File: src/rtl/fifo_serial_tx_if.sv
// fifo_serial_tx_if: FIFO read-side and serial-line signals of the FIFO serial transmitter.
// master = transmitter side, slave = FIFO/line side.
interface fifo_serial_tx_if #(parameter int DATA_WIDTH = 10);
   logic                  FIFO_EMPTY;
   logic [DATA_WIDTH-1:0] FIFO_DOUT;
   logic                  FIFO_RD_EN;
   logic                  TX;
   logic                  BUSY;
   logic                  FRAME_DONE;
   modport master (input FIFO_EMPTY, FIFO_DOUT, output FIFO_RD_EN, TX, BUSY, FRAME_DONE);
   modport slave (output FIFO_EMPTY, FIFO_DOUT, input FIFO_RD_EN, TX, BUSY, FRAME_DONE);
endinterface

File: src/rtl/fifo_serial_tx.sv
// fifo_serial_tx: pops one FIFO word per frame and sends start, data LSB first, [parity], stop.
// Define SER_TX_PARITY_EN to add an even-parity bit after the data bits.
module fifo_serial_tx #(
   parameter int DATA_WIDTH   = 10,
   parameter int CLKS_PER_BIT = 4,
   parameter int STOP_BITS    = 1
) (
   input logic CLK,
   input logic RST,
   fifo_serial_tx_if.master bus
);
   localparam int CW = $clog2(CLKS_PER_BIT + 1);
   localparam int BW = $clog2(DATA_WIDTH + 1);
   localparam logic [CW-1:0] CNT_LAST  = CW'(CLKS_PER_BIT - 1);
   localparam logic [BW-1:0] BIT_LAST  = BW'(DATA_WIDTH - 1);
   localparam logic [BW-1:0] STOP_LAST = BW'(STOP_BITS - 1);
   localparam logic [2:0] IDLE   = 3'd0;
   localparam logic [2:0] READ   = 3'd1;
   localparam logic [2:0] LOAD   = 3'd2;
   localparam logic [2:0] START  = 3'd3;
   localparam logic [2:0] DATA   = 3'd4;
`ifdef SER_TX_PARITY_EN
   localparam logic [2:0] PARITY = 3'd5;
`endif
   localparam logic [2:0] STOP   = 3'd6;

   logic [2:0]            r_state, w_state_n;
   logic [CW-1:0]         r_cnt, w_cnt_n;
   logic [BW-1:0]         r_bit, w_bit_n;
   logic [DATA_WIDTH-1:0] r_shreg, w_shreg_n;
   logic                  r_tx, r_rd_en, r_busy, r_done, w_tx_n;
   logic                  w_last, w_timed;
`ifdef SER_TX_PARITY_EN
   logic                  r_par;
`endif

   assign w_last  = r_cnt == CNT_LAST;
   assign w_timed = r_state >= START;

   // Outputs are registered from the next state so they change together with it.
   always_comb begin
      w_state_n = r_state;
      w_cnt_n   = (w_timed && !w_last) ? r_cnt + CW'(1) : '0;
      w_bit_n   = r_bit;
      w_shreg_n = r_shreg;
      case (r_state)
         IDLE:  w_state_n = bus.FIFO_EMPTY ? IDLE : READ;
         READ:  w_state_n = LOAD;
         LOAD: begin
            w_state_n = START;
            w_shreg_n = bus.FIFO_DOUT;
            w_bit_n   = '0;
         end
         START: w_state_n = w_last ? DATA : START;
         DATA: if (w_last) begin
            w_shreg_n = r_shreg >> 1;
            w_bit_n   = (r_bit == BIT_LAST) ? '0 : r_bit + BW'(1);
`ifdef SER_TX_PARITY_EN
            w_state_n = (r_bit == BIT_LAST) ? PARITY : DATA;
`else
            w_state_n = (r_bit == BIT_LAST) ? STOP : DATA;
`endif
         end
`ifdef SER_TX_PARITY_EN
         PARITY: w_state_n = w_last ? STOP : PARITY;
`endif
         STOP: if (w_last) begin
            w_bit_n   = (r_bit == STOP_LAST) ? '0 : r_bit + BW'(1);
            w_state_n = (r_bit == STOP_LAST) ? IDLE : STOP;
         end
         default: w_state_n = IDLE;
      endcase
      w_tx_n = (w_state_n == START) ? 1'b0 : (w_state_n == DATA) ? w_shreg_n[0] : 1'b1;
`ifdef SER_TX_PARITY_EN
      if (w_state_n == PARITY) w_tx_n = r_par;
`endif
   end

   always_ff @(posedge CLK) begin
      if (RST) begin
         r_state <= IDLE;
         r_cnt   <= '0;
         r_bit   <= '0;
         r_shreg <= '0;
         r_tx    <= 1'b1;
         r_rd_en <= 1'b0;
         r_busy  <= 1'b0;
         r_done  <= 1'b0;
      end else begin
         r_state <= w_state_n;
         r_cnt   <= w_cnt_n;
         r_bit   <= w_bit_n;
         r_shreg <= w_shreg_n;
         r_tx    <= w_tx_n;
         r_rd_en <= w_state_n == READ;
         r_busy  <= w_state_n != IDLE;
         r_done  <= w_state_n == STOP && w_cnt_n == CNT_LAST && w_bit_n == STOP_LAST;
      end
   end

`ifdef SER_TX_PARITY_EN
   always_ff @(posedge CLK) begin
      if (RST) r_par <= 1'b0;
      else if (r_state == LOAD) r_par <= ^bus.FIFO_DOUT;
   end
`endif

   assign bus.FIFO_RD_EN = r_rd_en;
   assign bus.TX         = r_tx;
   assign bus.BUSY       = r_busy;
   assign bus.FRAME_DONE = r_done;
endmodule

File: src/flat_wrapper.sv
// flat-port wrapper written by rule: the top's interface ports become plain ports
module fifo_serial_tx_flat 
#(
   parameter int DATA_WIDTH   = 10,
   parameter int CLKS_PER_BIT = 4,
   parameter int STOP_BITS    = 1
)
  (CLK, RST, bus_FIFO_EMPTY, bus_FIFO_DOUT, bus_FIFO_RD_EN, bus_TX, bus_BUSY, bus_FRAME_DONE);
  fifo_serial_tx_if #(.DATA_WIDTH(DATA_WIDTH)) bus_i ();
  input logic CLK;
  input logic RST;
  input wire logic [$bits(bus_i.FIFO_EMPTY)-1:0] bus_FIFO_EMPTY;
  input wire logic [$bits(bus_i.FIFO_DOUT)-1:0] bus_FIFO_DOUT;
  output wire logic [$bits(bus_i.FIFO_RD_EN)-1:0] bus_FIFO_RD_EN;
  output wire logic [$bits(bus_i.TX)-1:0] bus_TX;
  output wire logic [$bits(bus_i.BUSY)-1:0] bus_BUSY;
  output wire logic [$bits(bus_i.FRAME_DONE)-1:0] bus_FRAME_DONE;
  assign bus_i.FIFO_EMPTY = bus_FIFO_EMPTY;
  assign bus_i.FIFO_DOUT = bus_FIFO_DOUT;
  assign bus_FIFO_RD_EN = bus_i.FIFO_RD_EN;
  assign bus_TX = bus_i.TX;
  assign bus_BUSY = bus_i.BUSY;
  assign bus_FRAME_DONE = bus_i.FRAME_DONE;
  fifo_serial_tx #(.DATA_WIDTH(DATA_WIDTH), .CLKS_PER_BIT(CLKS_PER_BIT), .STOP_BITS(STOP_BITS)) u_core (.CLK(CLK), .RST(RST), .bus(bus_i));
endmodule
File: config.mk
export PLATFORM = sky130hd
export DESIGN_NAME = fifo_serial_tx_flat
export DESIGN_NICKNAME = d
export VERILOG_FILES = /design/src/rtl/fifo_serial_tx_if.sv /design/src/rtl/fifo_serial_tx.sv /design/src/flat_wrapper.sv
export SDC_FILE = /design/constraint.sdc
export NUM_CORES = 1
export LEC_CHECK = 0
export CAP_MARGIN = 15
export CORE_AREA = 4 4 58 60
export CTS_BUF_LIST = sky130_fd_sc_hd__clkbuf_8
export CTS_CLUSTER_SIZE = 14
export DETAILED_ROUTE_END_ITERATION = 10
export DIE_AREA = 0 0 62 64
export GPL_TIMING_DRIVEN = 0
export PLACE_DENSITY_LB_ADDON = 0.15
export SETUP_SLACK_MARGIN = 0.15
export SLEW_MARGIN = 20
export SYNTH_ARGS = -nofsm -noshare
export SYNTH_HDL_FRONTEND = slang
export SYNTH_SLANG_ARGS = --single-unit
export TNS_END_PERCENT = 50
File: constraint.sdc
create_clock -name CLK -period 2.1 [get_ports CLK]
set_input_delay 0.42 -clock CLK [delete_from_list [all_inputs] [get_ports CLK]]
set_output_delay 0.42 -clock CLK [all_outputs]
set_load 0.005 [all_outputs]
# [After elaboration in Yosys (flattened, before gate mapping)]
# Index checks and enable logic that the tools add are counted.
[word_totals] reg_bits=24 mem_bits_rw=0 output_inout_bits=4 wordCells=52 romBits=0 input_bits=13 mem_count=0 latch_bits=0
[op_classes] magnitude_cmp=1 n_addsub=2 mux=17 n_shift=0 eq_ne=13 n_bitwise=0 mul=0 n_reduce_logical=10 div=0
[op_table] cell="case mux 10 bit (2 select lines)" n=1
[op_table] cell="case mux 3 bit (6 select lines)" n=1
[op_table] cell="two-way mux 4 bit" n=4
[op_table] cell="equality test 3 x 2 -> 1 bit (second input constant)" n=5
[op_table] cell="two-way mux 3 bit" n=5
[op_table] cell="equality test 3 bit (second input constant)" n=4
[op_table] cell="case mux 4 bit (3 select lines)" n=1
[op_table] cell="two-way mux 10 bit" n=1
[op_table] cell="zero test 4 bit" n=2
[op_table] cell="equality test 3 x 1 -> 1 bit (second input constant)" n=2
[op_table] cell="adder 4 x 1 -> 4 bit (second input constant)" n=1
[op_table] cell="equality test 4 bit (second input constant)" n=1
[op_table] cell="adder 3 x 1 -> 3 bit (second input constant)" n=1
[op_table] cell=">= comparator 3 x 2 -> 1 bit (second input constant)" n=1
[op_table] cell="logical AND 1 bit" n=3
[op_table] cell="zero test 3 bit" n=1
[op_table] cell="two-way mux 1 bit" n=3
[op_table] cell="nonzero test 3 bit" n=1
[op_table] cell="two-way mux 2 bit" n=1
[op_table] cell="inequality test 2 x 1 -> 1 bit (second input constant)" n=1
[op_table] cell="AND reduction 2 bit" n=1
[op_table] cell="nonzero test 2 bit" n=1
[op_table] cell="zero test 1 bit" n=1

# [Longest topological paths before layout]
[depth] word_depth=7 ltp_mapped=8 depth_no_buf=7

# [Worst setup path before layout]
# No wires, ideal clock.
[synth_timing] path_kind="register to register" from="register u_core.r_cnt[0]" to="register u_core.r_done (netlist: u_core.bus.FRAME_DONE)" setup_time_ns=0.118 path_stages_with_launch=8 path_slack_ns=0.316 arrival_ns=1.667 period_less_slack_ns=1.784 t_required_ns=1.982 path_buffers=1 cell_sequence="dfxtp_1 > ha_1 > ha_1 > buf_2 > a41o_1 > o32ai_1 > nor4b_2 > o2111a_1"
[synth_between] elab_chain_len=7 elab_cells_between_ends=17 cone_classes="1 x add/sub; 3 x eq/ne; 8 x mux; 5 x reduce/logical"
[synth_rtl] element="start, declared" line="fifo_serial_tx.sv:28" text="logic [CW-1:0] r_cnt, w_cnt_n;"
[synth_rtl] element="start signal, assigned" line="fifo_serial_tx.sv:91" text="r_cnt <= w_cnt_n;"
[synth_rtl] element="parallel branches: the longest is 6 deep, another holds case mux 3 bit (6 select lines)"
[synth_rtl] element="logical AND 1 bit *" line="fifo_serial_tx.sv:97" text="r_done <= w_state_n == STOP && w_cnt_n == CNT_LAST && w_bit_n == STOP_LAST;"
[synth_rtl] element="end signal, assigned" line="fifo_serial_tx.sv:88" text="r_done <= 1'b0;"
[synth_rtl] element="end signal, assigned" line="fifo_serial_tx.sv:97"
[synth_rtl] element="end, declared" line="fifo_serial_tx.sv:31" text="logic r_tx, r_rd_en, r_busy, r_done, w_tx_n;"
# Mark *: on every way between the ends.
# A chain may end at the register's enable or synchronous reset.

# [Worst setup path in the final report]
# Ends and elaborated chain as after synthesis.

==> qor.txt <==
status: finished, final reports clean
Slew Viols, Final: 0
Remaining DRCs: 0
crit end category: flop
vias in the first global route: 1012
PD cells: 518 nW/um^2
element type at the critical path start: flop
fin nets: 174
source of the worst register-to-register timing path: u_core.r_cnt[0]
ratio of cells with drive above 1 in the final layout: 0.201
Via Count: 1035
Initial Util: 0.424
Synth Instances: 134
syn_nets: 152
Worst Skew: 0.00108 ns
row cnt: 20
core area: 2930 um^2
First DRT Iteration DRCs: 49
Max FO, Critical Path: 10
commonest non-fill, non-tap cell in the layout: dfxtp_1
Worst R2R Path Depth: 8
largest net degree at the start of global routing: 13
hold path start: RST
Final Hold Viols: 0
Slew headroom: 0.710
first-pass GRT wire length: 4420 um
Setup CP Type: flop to flop
global route total overflow: 0
sequential share of the synthesized area: 0.387
die height: 64 um
Final Setup Violations: 0
vias per cell: 5.53
Area after DPL: 1430 um^2
clock slew at reported path FFs: 0.08 ns
GR Util All Layers: 0.144
# port buffers: 15
# diodes: 0
clock tree buffer depth: 2
placed wire-length estimate: 1790 um
IO Count: 17
fmax: 526 MHz
Final TNS setup: 0 ns
Peak VDD IR: 0.364 mV
leakage: 0.534 nW
Worst Hold End: u_core.r_state[1]
Reg2Reg Capture Point: u_core.bus.FRAME_DONE
Yosys warnings: 0
Filler cells: 272
later-pin clock latency in the skew report: 0.26 ns
H-Tree Level Count: 1
Routed wire per std cell: 13.9 um
final critical-path required period: 1.90 ns
CTS tree: done
Max-Cap Viols: 0
period utilisation layout: 0.906
Die ar.: 3970 um^2
worst slew pin tran: 0.435 ns
RSZ-0062 raised after global routing: false
CTS sink count: 24
Placer Congestion: 0.760
Yosys cell types: 46
CTS root buf: clkbuf_8
Layout Cells excl Fill: 187
cell total after placement: 182
worst hold stages: 2
Worst R2R Setup Slack: 0.20 ns
synthesized area: 1240 um^2
Critical Path AT: 2.06 ns
CTS buffer count: 3
Die X: 62 um
post-route ant nets: 0
most frequent cells in the layout: dfxtp_1 (23), a21oi_1 (17), clkdlybuf4s50_1 (15)
Area Overhead vs Synth: 24.3%
Worst Path Required: 2.26 ns
initial antenna violation count: 0
DRT Wirelength: 2600 um
Final Instance Area: 1540 um^2
DR pass1 iterations: 4
Min-Delay Path Class: input port to flop
Yosys reg bits: 24
syn_area_per_cell: 9.27 um^2
[synthesized netlist by cell type, drive strengths merged]
cell type	number	area share
dfxtp	24	0.39
a21oi	17	0.068
nand2	13	0.039
nor2	13	0.047
a22oi	9	0.054
buf	8	0.056
nor3	6	0.033
ha	5	0.050
inv	5	0.015
a41o	2	0.016
nand2b	2	0.016
nand3	2	0.0081
nor2b	2	0.016
nor4b	2	0.019
or3	2	0.014
a2111oi	1	0.0071
a21bo	1	0.0081
a221oi	1	0.012
a22o	1	0.0071
and2	1	0.0050
and2b	1	0.0071
and3b	1	0.0081
and4b	1	0.011
clkbuf	1	0.0030
nand4b	1	0.0071
o2111a	1	0.0091
o211a	1	0.0081
o211ai	1	0.0060
o21a	1	0.0060
o21ai	1	0.0040
o21ba	1	0.0081
o21bai	1	0.0060
o22ai	1	0.0050
o31ai	1	0.010
o32ai	1	0.0071
xnor2	1	0.0071
xor2	1	0.0071
[where the power goes]
group,total [W],internal [W],switching [W]
Combinational,0.0000695,0.0000413,0.0000282
Clock,0.000266,0.000128,0.000138
Sequential,0.000465,0.000462,0.00000359
[what timing repair did]
item                                    CTS  global route
endpoints found under the setup margin    3             3
hold endpoints to repair                  0             0
resized for setup                         4             6
hold buffers                              0             0
buffers inserted                          1             1
pin swaps                                 2             1
[logic make-up (layout without fill, tap and decap cells)]
kind of cell,after synthesis,in the layout,share of synthesized area
AND/OR/NAND/NOR,47,47,0.232
AO/OA/AOI/OAI,42,42,0.243
adder cells (fa/ha/maj),5,5,0.0504
flip-flops,24,24,0.387
buffers and inverters,14,34,0.0745
XOR/XNOR,2,2,0.0141
[flip-flops by register name, indices dropped and copies added, names as in the netlist]
| register | flops |
|---|---|
| u_core.r_state | 3 |
| u_core.r_bit | 4 |
| u_core.bus.TX | 1 |
| u_core.r_shreg | 10 |
| u_core.bus.FIFO_RD_EN | 1 |
| u_core.bus.FRAME_DONE | 1 |
| u_core.r_cnt | 3 |
| u_core.bus.BUSY | 1 |
[critical path, stage by stage (launching register included)]
cell      delay [ns]
dfxtp_2         0.34
ha_1            0.23
ha_4            0.19
buf_6           0.14
a41o_1          0.23
buf_4           0.15
nor4b_1         0.25
a21oi_1         0.11
o2111a_1        0.16
[how the worst max path moves through the flow]
stage	slack, ns	cells after the start	start	to
after global routing	0.15	7	u_core.r_bit[0]	u_core.bus.FRAME_DONE
after CTS	0.15	7	u_core.r_cnt[0]	u_core.bus.BUSY
after global placement	0.08	7	u_core.r_cnt[0]	u_core.bus.TX
after detailed placement	0.03	7	u_core.r_cnt[0]	u_core.bus.TX
final	0.20	8	u_core.r_cnt[0]	u_core.bus.FRAME_DONE
after floorplan	0.32	7	u_core.r_cnt[0]	u_core.bus.FRAME_DONE
[layout make-up]
cell class | instances | area [um^2] | share of cell area
plain buffers | 9 | 80.1 | 0.0519
clock buffers | 3 | 41.3 | 0.0267
inverters | 5 | 18.8 | 0.0122
multi-input cells | 96 | 716 | 0.464
flip-flops and latches | 24 | 482 | 0.312
well taps | 33 | 41.3 | 0.0267
repair buffers | 17 | 165 | 0.107
[through the flow]
step	setup slack (ns)	hold WS [ns]	utilization	power [W]
6_report	0.198	0.370	0.527	0.000800
4_1_cts	0.151	0.368	0.511	0.000805
3_3_place_gp	0.0836	0.443	0.490	0.000541
5_1_grt	0.149	0.373	0.527	0.000827
2_1_floorplan	0.316	0.435	-	0.000507
3_5_place_dp	0.0347	0.451	0.490	0.000541
[metal layers]
metal | vias up | part of all wire | GRT usage
li1 | 521 | - | -
met1 | 481 | 0.48 | 0.202
met2 | 29 | 0.46 | 0.212
met3 | 4 | 0.044 | 0.0303
met4 | 0 | 0.011 | 0.0531
met5 | - | 0 | 0
No activity file was read; power rests on OpenSTA's default activity.
